## config.mk

```make
export PLATFORM = sky130hd
export DESIGN_NAME = speed_controller
export DESIGN_NICKNAME = d
export VERILOG_FILES = /design/src/rtl/speed_controller.sv
export SDC_FILE = /design/constraint.sdc
export NUM_CORES = 1
export LEC_CHECK = 0
export CAP_MARGIN = 10
export CORE_UTILIZATION = 36
export CTS_CLUSTER_DIAMETER = 120
export DETAILED_ROUTE_END_ITERATION = 10
export SLEW_MARGIN = 25
export SYNTH_ARGS = -nofsm -noshare
export SYNTH_HDL_FRONTEND = slang
export SYNTH_SLANG_ARGS = --single-unit
export TNS_END_PERCENT = 50
```

## constraint.sdc

```tcl
create_clock -name clk -period 2.2 [get_ports clk]
set_clock_uncertainty 0.1 [all_clocks]
set_input_delay 0.22 -clock clk [delete_from_list [all_inputs] [get_ports clk]]
set_output_delay 0.22 -clock clk [all_outputs]
set_load 0.005 [all_outputs]
```

## src/rtl/speed_controller.sv

```systemverilog
// rtl/speed_controller.sv - debounced speed buttons and auto-ramp FSM producing a frame-aligned step_size
module speed_controller #(
  parameter int DEBOUNCE_FRAMES = 3,
  parameter int RAMP_FRAMES     = 30,
  parameter int INIT_LEVEL      = 2
) (
  input  logic       clk,
  input  logic       rst_n,
  input  logic       btn_up,
  input  logic       btn_down,
  input  logic       auto_en,
  input  logic       next_frame,
  output logic [2:0] step_size,
  output logic [2:0] level,
  output logic       ramp_active
);

  localparam int DB_W = (DEBOUNCE_FRAMES > 1) ? $clog2(DEBOUNCE_FRAMES) : 1;
  localparam int RP_W = (RAMP_FRAMES > 1) ? $clog2(RAMP_FRAMES) : 1;
  localparam logic [DB_W-1:0] DB_LAST    = DB_W'(DEBOUNCE_FRAMES - 1);
  localparam logic [RP_W-1:0] RP_LAST    = RP_W'(RAMP_FRAMES - 1);
  localparam logic [2:0]      INIT_LVL   = 3'(INIT_LEVEL);

  typedef enum logic [1:0] {MANUAL = 2'd0, RAMP_UP = 2'd1, RAMP_DOWN = 2'd2} state_t;

  // Bit order everywhere: [0] btn_up, [1] btn_down, [2] auto_en
  logic [2:0]      raw, sync1, sync2, db, db_d, rise_q;
  logic            auto_fall_q;
  logic [DB_W-1:0] db_cnt [3];

  assign raw = {auto_en, btn_down, btn_up};

  always_ff @(posedge clk or negedge rst_n) begin
    if (!rst_n) begin
      sync1       <= '0;
      sync2       <= '0;
      db          <= '0;
      db_d        <= '0;
      rise_q      <= '0;
      auto_fall_q <= 1'b0;
      for (int i = 0; i < 3; i++) db_cnt[i] <= '0;
    end else begin
      sync1       <= raw;
      sync2       <= sync1;
      db_d        <= db;
      rise_q      <= db & ~db_d;
      auto_fall_q <= ~db[2] & db_d[2];
      if (next_frame) begin
        for (int i = 0; i < 3; i++) begin
          if (sync2[i] != db[i]) begin
            if (db_cnt[i] == DB_LAST) begin
              db[i]     <= ~db[i];
              db_cnt[i] <= '0;
            end else begin
              db_cnt[i] <= db_cnt[i] + 1'b1;
            end
          end else begin
            db_cnt[i] <= '0;
          end
        end
      end
    end
  end

  state_t          state, state_next;
  logic [2:0]      level_next;
  logic [RP_W-1:0] ramp_cnt, ramp_cnt_next;
  logic            up_ev, dn_ev, auto_rise, ramp_tick;

  assign up_ev     = rise_q[0];
  assign dn_ev     = rise_q[1];
  assign auto_rise = rise_q[2];
  assign ramp_tick = next_frame && (ramp_cnt == RP_LAST);

  always_ff @(posedge clk or negedge rst_n) begin
    if (!rst_n) state <= MANUAL;
    else        state <= state_next;
  end

  always_comb begin
    state_next = state;
    case (state)
      MANUAL:
        if (auto_rise) state_next = (level != 3'd7) ? RAMP_UP : RAMP_DOWN;
      RAMP_UP:
        if (auto_fall_q)                     state_next = MANUAL;
        else if (ramp_tick && level == 3'd6) state_next = RAMP_DOWN;
      RAMP_DOWN:
        if (auto_fall_q)                     state_next = MANUAL;
        else if (ramp_tick && level == 3'd1) state_next = RAMP_UP;
      default: state_next = MANUAL;
    endcase
  end

  // Entering a ramp takes priority over any button event in the same cycle
  always_comb begin
    level_next    = level;
    ramp_cnt_next = ramp_cnt;
    case (state)
      MANUAL: begin
        ramp_cnt_next = '0;
        if (!auto_rise && up_ev && !dn_ev && level != 3'd7)      level_next = level + 3'd1;
        else if (!auto_rise && dn_ev && !up_ev && level != 3'd0) level_next = level - 3'd1;
      end
      RAMP_UP, RAMP_DOWN: begin
        if (auto_fall_q) begin
          ramp_cnt_next = '0;
        end else if (ramp_tick) begin
          ramp_cnt_next = '0;
          level_next    = (state == RAMP_UP) ? level + 3'd1 : level - 3'd1;
        end else if (next_frame) begin
          ramp_cnt_next = ramp_cnt + 1'b1;
        end
      end
      default: ramp_cnt_next = '0;
    endcase
  end

  always_ff @(posedge clk or negedge rst_n) begin
    if (!rst_n) begin
      level       <= INIT_LVL;
      step_size   <= INIT_LVL;
      ramp_cnt    <= '0;
      ramp_active <= 1'b0;
    end else begin
      level       <= level_next;
      ramp_cnt    <= ramp_cnt_next;
      ramp_active <= (state != MANUAL);
      if (next_frame) step_size <= level;
    end
  end

endmodule

```

==> results by group, run 1 <==
Clock tree
  • CTS Buf Count: 5
  • Post-CTS Setup Bufs: 0
  • Deepest level of the CTS H-tree: 2
  • Clk sinks: 36
  • Cts hold-fix bufs: 0
  • Post-cts resize count: 0
  • Root buf cell: clkbuf_8
  • CTS Buffer Depth: 2
  • Worst skew pair latency: 0.29 ns
  • Clock transition at path regs: 0.07 ns
  • CTS tree: done

Worst setup path
  • Worst Setup SP: level[0]
  • Crit path DAT: 2.06 ns
  • CP top delay family: simple AND/OR/NAND/NOR gates
  • Startpoint types: flip-flop
  • Max stage delay cell, worst path: or4b_4
  • Critical path fanouts, max: 3
  • WP data required: 2.28 ns
  • FF-to-FF Start: level[0]
  • R2r setup slk: 0.22 ns
  • Buf/Inv on CP: 0
  • Most used cell, CP: ha_1
  • CP Capture Point: level[2]
  • CP Cell Sequence: ha_1, ha_1, or4b_4, o21a_1, mux2i_1, o2bb2ai_1
  • CP Capture Type: flip-flop
  • R2R Path End: level[2]
  • Levels on crit path: 6
  • Slowest stage delay, CP: 0.51 ns
  • CP Class: reg2reg
  • FF-to-FF path depth: 6

Die
  • Row count: 24
  • Die Y: 69.6 µm
  • Die W: 69.6 µm
  • Core area: 4380 µm²
  • I/O pin count: 13
  • Initial Utilization: 37.5%
  • Die ar.: 4840 µm²

Layout
  • # diodes: 0
  • Finished Core Util: 44.6%
  • Nets: 177
  • Fin cells: 212
  • Area grow syn2layout: 19.1%
  • Layout cell share with drive strength beyond 1: 15.0%

Logic synthesis
  • Seq/Total Area, Yosys: 55.0%
  • Synthesized instance count: 138
  • Top cells by count, synth: dfrtp_1 (34), ha_1 (12), inv_1 (11)
  • Synth Area per Inst: 11.9 µm²
  • Library cells used by synthesis: 30
  • Ys Warns: 0
  • Synthesized cell area: 1640 µm²
  • Yosys top cell area share: 51.8%
  • Synthesized Nets: 156
  • EDFF count, synth: 0
  • Cells taking the most area after synthesis: dfrtp_1 (52%), ha_1 (9.1%), mux2_2 (6.2%)
  • Synth area leader: dfrtp_1
  • Most used DFF post-synth: dfrtp_1
  • Synthesized flop and latch total: 36
  • Async SR Flop Fraction: 100%
  • Most common cell in the netlist: dfrtp_1

STA
  • Tcrit/Tclk final: 89.9%
  • Final setup violation count: 0
  • Worst setup margin: 0.222 ns
  • Slew HR: 70.2%
  • Final hold vios: 0
  • Peak Freq: 506 MHz
  • Final Max Tran Viols: 0
  • Post-route setup TNS: 0 ns
  • RSZ-0062 raised after global routing: false
  • Fin crit period: 1.98 ns
  • Worst-Margin Slew: 0.446 ns

GRT
  • Total track usage: 12.8%
  • Initial antenna violation count: 0
  • Vias in the first global route: 1125
  • Largest net degree at the start of global routing: 37
  • First-pass GRT wire length: 4800 µm
  • GR Overflow Total: 0

Worst hold path
  • Min-delay worst type: in2async

Detailed routing
  • Via count: 1036
  • Final ANT Viol Nets: 0
  • DR WL/cell: 12.9 µm
  • Drt total wl: 2750 µm
  • Iteration-0 DRC count of the detailed router: 80
  • Initial DRT Pass Iterations: 6
  • Via density: 4.89
  • # DRC: 0

Placed design
  • Setup slack at placement: 0.218 ns
  • Routability cong.: 0.748
  • IO buf count: 12
  • Hpwl dp: 1950 µm
  • # placed instances: 204

Pwr
  • Max IR drop VDD: 0.000526 V
  • Leak: 0.000884 µW
  • Cell Pwr Density: 1390 nW/µm²
  • Total power draw: 2720 µW

Run status
  • Status: finished, final reports clean

Job
  • Max-Cap Viols: 0
-- report_power, final --
part / switching [µW] / total, µW / internal [µW]
clock network: 233 / 569 / 336
logic: 497 / 1060 / 561
registers: 176 / 1090 / 918
total: 906 / 2720 / 1810
-- per-layer routing --
layer,track usage (%),vias up,wire length [µm]
li1,-,505,-
met1,14.5,510,1230
met2,22.2,16,1390
met3,3.49,5,88
met4,6.12,0,44
met5,0,-,0
-- final cells by class --
cell class / instances / area (µm²)
Inverter: 11 / 41.3
Fill cell: 428 / 2430
Timing Repair Buffer: 16 / 150
Tap cell: 52 / 65.1
Sequential cell: 36 / 903
Clock buffer: 6 / 72.6
Clock inverter: 2 / 35.0
Multi-Input combinational cell: 89 / 689
-- how the worst min path moves through the flow --
stage	startpoint	slack, ns	endpoint
finish	rst_n	0.25	state[0]
global route	sync1[1]	0.26	sync2[1]
CTS	sync1[1]	0.25	sync2[1]
detailed placement	sync1[1]	0.24	sync2[1]
global placement	sync1[1]	0.23	sync2[1]
floorplan	rst_n	-0.18	auto_fall_q
-- cell families (layout without fill, tap and decap cells) --
group | after synthesis | in the layout | share of synthesized area (%)
and+or+nand+nor | 39 | 39 | 12.3
xor gates and xnor gates | 9 | 9 | 4.80
adders and majority gates | 12 | 12 | 9.14
AOI/OAI and AO/OA | 16 | 16 | 7.08
muxes | 13 | 13 | 8.61
buffers and inverters | 13 | 35 | 3.05
DFF | 36 | 36 | 55.0
-- sequential cells by signal, summed over array words and instances, names as in the netlist, 2 cells and up --
| register | cells |
|---|---|
| db_cnt | 6 |
| ramp_cnt | 5 |
| level | 3 |
| sync2 | 3 |
| rise_q | 3 |
| db | 3 |
| state | 2 |
| db_d | 3 |
| sync1 | 3 |
| step_size | 3 |
-- per-stage QoR --
| stage | area, µm² | hold WS [ns] |
|---|---|---|
| 3_3_place_gp | 1850 | 0.234 |
| 2_1_floorplan | 1640 | -0.176 |
| 6_report | 1960 | 0.250 |
| 3_5_place_dp | 1850 | 0.238 |
| 4_1_cts | 1960 | 0.254 |
| 5_1_grt | 1960 | 0.256 |
-- placed cells by master (no fill, tap or decap) --
cell type        count
o221ai_1             1
mux2_2               9
clkbuf_1             1
nand2_1             10
buf_4                4
or4b_4               1
ha_1                12
dfstp_2              2
xnor2_1              4
nand3_1              4
mux2i_1              4
o22ai_1              3
clkdlybuf4s50_1     12
clkbuf_8             5
nand4_1              2
dfrtp_1             34
nor2b_1              8
nand2b_1             3
o21a_1               1
and3_1               1
a211oi_1             1
o2bb2ai_1            1
o21ai_0              3
nor3_1               1
nor2_1               8
xor2_1               5
inv_1               11
o211ai_1             2
a21oi_1              2
a311oi_1             1
o311ai_2             1
bufinv_16            1
nand4b_1             1
clkinv_2             1
-- worst register-to-register path, cell delays in order (launching register included) --
cell       delay (ns)
dfrtp_1          0.39
ha_1             0.21
ha_1             0.21
or4b_4           0.51
o21a_1           0.22
mux2i_1          0.16
o2bb2ai_1        0.08
Power figures use the tool's default switching activity.
==> inputs of run 2 (changes only) <==
Settings changed: ABC_AREA set to 1.
==> run 2 against run 1 <==
  * Non-clock buffer count decreased by 2
  * Clock power increased by 3.7%
  * Flip-flop and latch count unchanged
  * Clock-buffer cell count decreased by 1
  * Die area increased by 6.0%
  * Fmax increased by 17%
  * Via count increased by 17%
  * Area after synthesis increased by 6.2%
  * Utilization increased by 0.59 points
  * Final cell count increased by 25%
==> results by group, run 2 <==
Clock tree
  • CTS Buf Count: 5 (unchanged)
  • Clk sinks: 36 (unchanged)
  • Root buf cell: clkbuf_8
  • Post-CTS Setup Bufs: 0 (unchanged)
  • CTS tree: done
  • CTS Buffer Depth: 2 (unchanged)
  • Clock transition at path regs: 0.07 ns (about the same)
  • Worst skew pair latency: 0.30 ns (about the same)
  • Deepest level of the CTS H-tree: 2 (unchanged)

Layout
  • FILL cells: 428 (unchanged)
  • Largest regs: db_cnt (6), ramp_cnt (5)
  • Layout cell share with drive strength beyond 1: 9.86% (-5.1 points)
  • Area grow syn2layout: 16.8%
  • Commonest non-fill, non-tap cell in the layout: nand2_1
  • Non-Filler Cell Area, Final: 2040 µm² (+4.1%)
  • Nets: 230 (+30%)
  • # diodes: 0 (unchanged)
  • Top reg by flops: db_cnt
  • Max reg flops: 6 (unchanged)
  • Fin cells: 265 (+25%)
  • Most frequent cells in the layout: nand2_1 (43), dfrtp_1 (34), inv_1 (29)

GRT
  • First-pass GRT wire length: 5240 µm (+9.1%)
  • Largest net degree at the start of global routing: 37 (unchanged)
  • Initial antenna violation count: 0 (unchanged)
  • Total track usage: 13.8% (+1.0 points)
  • GR Overflow Total: 0 (unchanged)
  • Vias in the first global route: 1226 (+9.0%)

Die
  • Die W: 71.6 µm (+3.0%)
  • I/O pin count: 13 (unchanged)
  • Initial Utilization: 38.7% (+1.3 points)
  • Die ar.: 5130 µm² (+6.0%)
  • Die Y: 71.6 µm (+3.0%)
  • Core area: 4500 µm² (+2.7%)
  • Row count: 24 (unchanged)

Worst setup path
  • Startpoint types: flip-flop
  • Worst Setup SP: level[1]
  • Crit path DAT: 1.37 ns (-0.69 ns)
  • FF-to-FF Start: level[1]
  • CP Cell Sequence: clkdlybuf4s50_1
  • WP data required: 1.88 ns (-0.40 ns)
  • CP Class: reg2out
  • CP Capture Type: primary output
  • CP top delay family: flip-flops
  • Buf/Inv on CP: 1 (+1)
  • R2r setup slk: 0.55 ns (+0.33 ns)
  • Critical path fanouts, max: 5 (+2)
  • Max stage delay cell, worst path: dfstp_2
  • Slowest stage delay, CP: 0.57 ns (+0.06 ns)

Detailed routing
  • Initial DRT Pass Iterations: 4 (-2)
  • Via count: 1216 (+17%)
  • Final ANT Viol Nets: 0 (unchanged)
  • DR WL/cell: 11.0 µm (-15%)
  • # DRC: 0 (unchanged)
  • Drt total wl: 2910 µm (+6.2%)
  • Iteration-0 DRC count of the detailed router: 59 (-26%)
  • Via density: 4.59 (-6.1%)

Placed design
  • # placed instances: 256 (+25%)
  • Routability cong.: 0.799 (+6.8%)
  • Cell Area, Placed: 1920 µm² (+3.6%)
  • Setup slack at placement: 0.502 ns (+0.284 ns)
  • Hpwl dp: 2080 µm (+6.4%)
  • IO buf count: 12 (unchanged)

STA
  • Worst-Margin Slew: 0.781 ns (+0.335 ns)
  • Slew HR: 47.9% (-22 points)
  • RSZ-0062 raised after global routing: false
  • Peak Freq: 591 MHz (+17%)
  • Final hold vios: 0 (unchanged)
  • Final Max Tran Viols: 0 (unchanged)
  • Fin crit period: 1.69 ns (-0.287 ns)
  • Final setup violation count: 0 (unchanged)
  • Tcrit/Tclk final: 76.9% (-13 points)
  • Post-route setup TNS: 0 ns (unchanged)
  • Hold WS: 0.251 ns (+0.00131 ns)
  • Worst setup margin: 0.509 ns (+0.287 ns)

Worst hold path
  • Min-delay worst type: reg2reg
  • Hold Startpoint: sync1[1]

Logic synthesis
  • Cells taking the most area after synthesis: dfrtp_1 (49%), nand2_1 (9.3%), ha_1 (8.6%)
  • Synth area leader: dfrtp_1
  • Synthesized Nets: 211 (+35%)
  • Library cells used by synthesis: 25 (-17%)
  • Top cells by count, synth: nand2_1 (43), dfrtp_1 (34), inv_1 (29)
  • Synthesized flop and latch total: 36 (unchanged)
  • Yosys top cell area share: 48.8% (-3.0 points)
  • Most common cell in the netlist: nand2_1
  • Ys Warns: 0 (unchanged)
  • Synthesized instance count: 193 (+40%)
  • Seq/Total Area, Yosys: 51.8% (-3.2 points)
  • EDFF count, synth: 0 (unchanged)
  • Synthesized cell area: 1740 µm² (+6.2%)
  • Async SR Flop Fraction: 100% (unchanged)
  • Most used DFF post-synth: dfrtp_1
  • Synth Area per Inst: 9.04 µm² (-24%)

Pwr
  • Leak: 0.000999 µW (+13%)
  • Max IR drop VDD: 0.000518 V (-1.4%)
  • Cell Pwr Density: 1330 nW/µm² (-4.2%)

Run status
  • Status: finished, final reports clean

Job
  • Max-Cap Viols: 0 (unchanged)
run 2: cell count changes after synthesis, sizes merged, moves of 3 or more:
cell	change
inv	+20
nand2	+35
or2	+3
nand3	+6
xnor2	-4
o21ai	+10
mux2	-9
mux2i	-4
nor2	+10
nand2b	-3
nor2b	-8
nand4	+5
run 2: worst paths after layout:
kind	endpoint	cells past startpoint
max reg2reg	level[2]	9
min reg2reg	sync2[1]	0
min	sync2[1]	0
max in group asynchronous	db_cnt[4]	2
max	level[1]	1
min in group asynchronous	state[0]	2
run 2: logic make-up after synthesis:
kind of cell | Yosys count | synth area share [%]
simple gates | 87 | 23.2
flops | 36 | 51.8
buf+inv | 33 | 7.60
compound gates | 19 | 5.81
fa+ha+maj | 12 | 8.61
xor+xnor | 6 | 3.01
run 2: repair_timing:
action                                 CTS  global route
hold buffers                             1             0
endpoints found under the hold margin   34             0
resized for setup                        0             0
run 2: stage by stage:
stage / util, % / power, µW
finish: 45.2 / 2710
global route: 45.2 / 2980
CTS: 45.2 / 2750
detailed placement: 42.5 / 2150
global placement: 42.5 / 2140
floorplan: - / 1820
run 2: cell type report:
type	instances	area, µm²	area share (%)
Tap cell	52	65.1	3.19
Multi-Input combinational cell	124	708	34.8
Timing Repair Buffer	14	133	6.51
Clock buffer	5	68.8	3.38
Inverter	31	116	5.71
Clock inverter	3	42.5	2.09
Sequential cell	36	903	44.3
run 2: power breakdown:
| group | switching (µW) | internal [µW] |
|---|---|---|
| Clock | 255 | 335 |
| Combinational | 601 | 464 |
| Sequential | 164 | 894 |
| Total | 1020 | 1690 |
run 2: metal layers:
metal  vias to the layer above  track usage [%]  share of wire, %
met3                         8             3.94               3.0
met5                         -                0                 0
met1                       547             16.8                49
met4                         0             9.15               3.1
li1                        647                -                 -
met2                        14             21.4                45
==> edit: new RTL, config.mk and constraints of run 2 <==
Set the parameter `RAMP_FRAMES` to 15 (it was 30).
--- a/src/rtl/speed_controller.sv
+++ b/src/rtl/speed_controller.sv
@@ -3,3 +3,3 @@
   parameter int DEBOUNCE_FRAMES = 3,
-  parameter int RAMP_FRAMES     = 30,
+  parameter int RAMP_FRAMES     = 15,
   parameter int INIT_LEVEL      = 2
Formal check against the unedited RTL: same outputs for any inputs over 10 cycles, from zero or initial values and one cycle with rst_n low; that may be too few to reach the edited logic, so the function may still have changed.
==> edit against run 2 <==
- worst setup slack got worse by 0.057 ns
- power fell by 2.2%
- sequential cell count fell by 1
- largest cell class unchanged
- wire length fell by 5.4%
- critical path depth rose by 7
- sequential share of layout area fell by 0.059 points
- synthesized area fell by 2.6%
- cell area fell by 2.6%
- critical path type is now reg2reg
==> edit: results <==
[synthesis]
yosysSeqAreaShare = 0.517
synth_compound_area_frac = 0.0530
ys_top_cells_by_count = 55 x nand2_1, 33 x dfrtp_1, 30 x inv_1
synth_area_leaders = dfrtp_1 49%, nand2_1 12%, ha_1 8.8%
synthXorXnorAreaFrac = 0.0206
synth_top_area_frac = 0.486

[place]
dpl.hpwl_mm = 1.96
finalWeightedCongestion = 0.772
post-place-cells = 261
dp_slack_ns = 0.347

[layout]
top_regs = db_cnt: 6 flops, ramp_cnt: 4 flops
nNetsFinal = 234
drive_gt1_frac = 0.0876
n_fill_cell = 432
stdcell_count = 269

[grt]
grt_use_met3 = 0.0385
grt_max_degree = 36
gr-usage-all-layers = 0.128
met1_usage = 0.159
grt_first_pass_wirelength_mm = 4.97

[detailed_routing]
dr.first_iter.drc_count = 126
met3_wirelength_um = 97
wl_met2_mm = 1.22
via_per_inst = 4.58

[hold_path]
hp-class = in2async

[worst_setup_path]
r2r_end = level[0]
worstRegToRegCells = 8
critPathSlowestCell = dfrtp_1
ff2ff_setup_slack_ns = 0.45
slowest_delay_ns = 0.43
cpLargestDelayFamily = simple AND/OR/NAND/NOR gates
r2r_start = level[0]

[outcome]
status = finished clean

[timing]
whs_ns = 0.241
worst_slew_pin_slew_ns = 0.484

[pwr]
ir_worst_vdd_mv = 0.565
power_leakage_nw = 1.00
swShare = 0.394
-- edit: cell types whose count changed after synthesis, sizes merged, moves of 2 or more --
cell | before | now
nand2 | 45 | 57
nor3b | 0 | 3
xor2 | 6 | 3
o22ai | 2 | 0
nand3b | 2 | 0
nand4 | 7 | 3
nand3 | 10 | 12
-- edit: worst max path at each step --
stage               start  endpoint  slack, ns  cells past startpoint
6_report         level[0]  level[0]       0.45                      8
5_1_grt          level[0]  level[0]       0.34                      8
4_1_cts          level[0]  level[2]       0.47                      8
3_5_place_dp   next_frame  state[1]       0.35                      8
3_3_place_gp   next_frame  state[1]       0.38                      8
2_1_floorplan    level[0]  level[2]       0.64                      8
-- edit: area by class of cell --
type,instances,area share
Timing Repair Buffer,13,0.0644
Clock buffer,6,0.0416
Multi-Input combinational cell,130,0.351
Clock inverter,2,0.00820
Inverter,31,0.0587
Tap cell,52,0.0328
Sequential cell,35,0.443
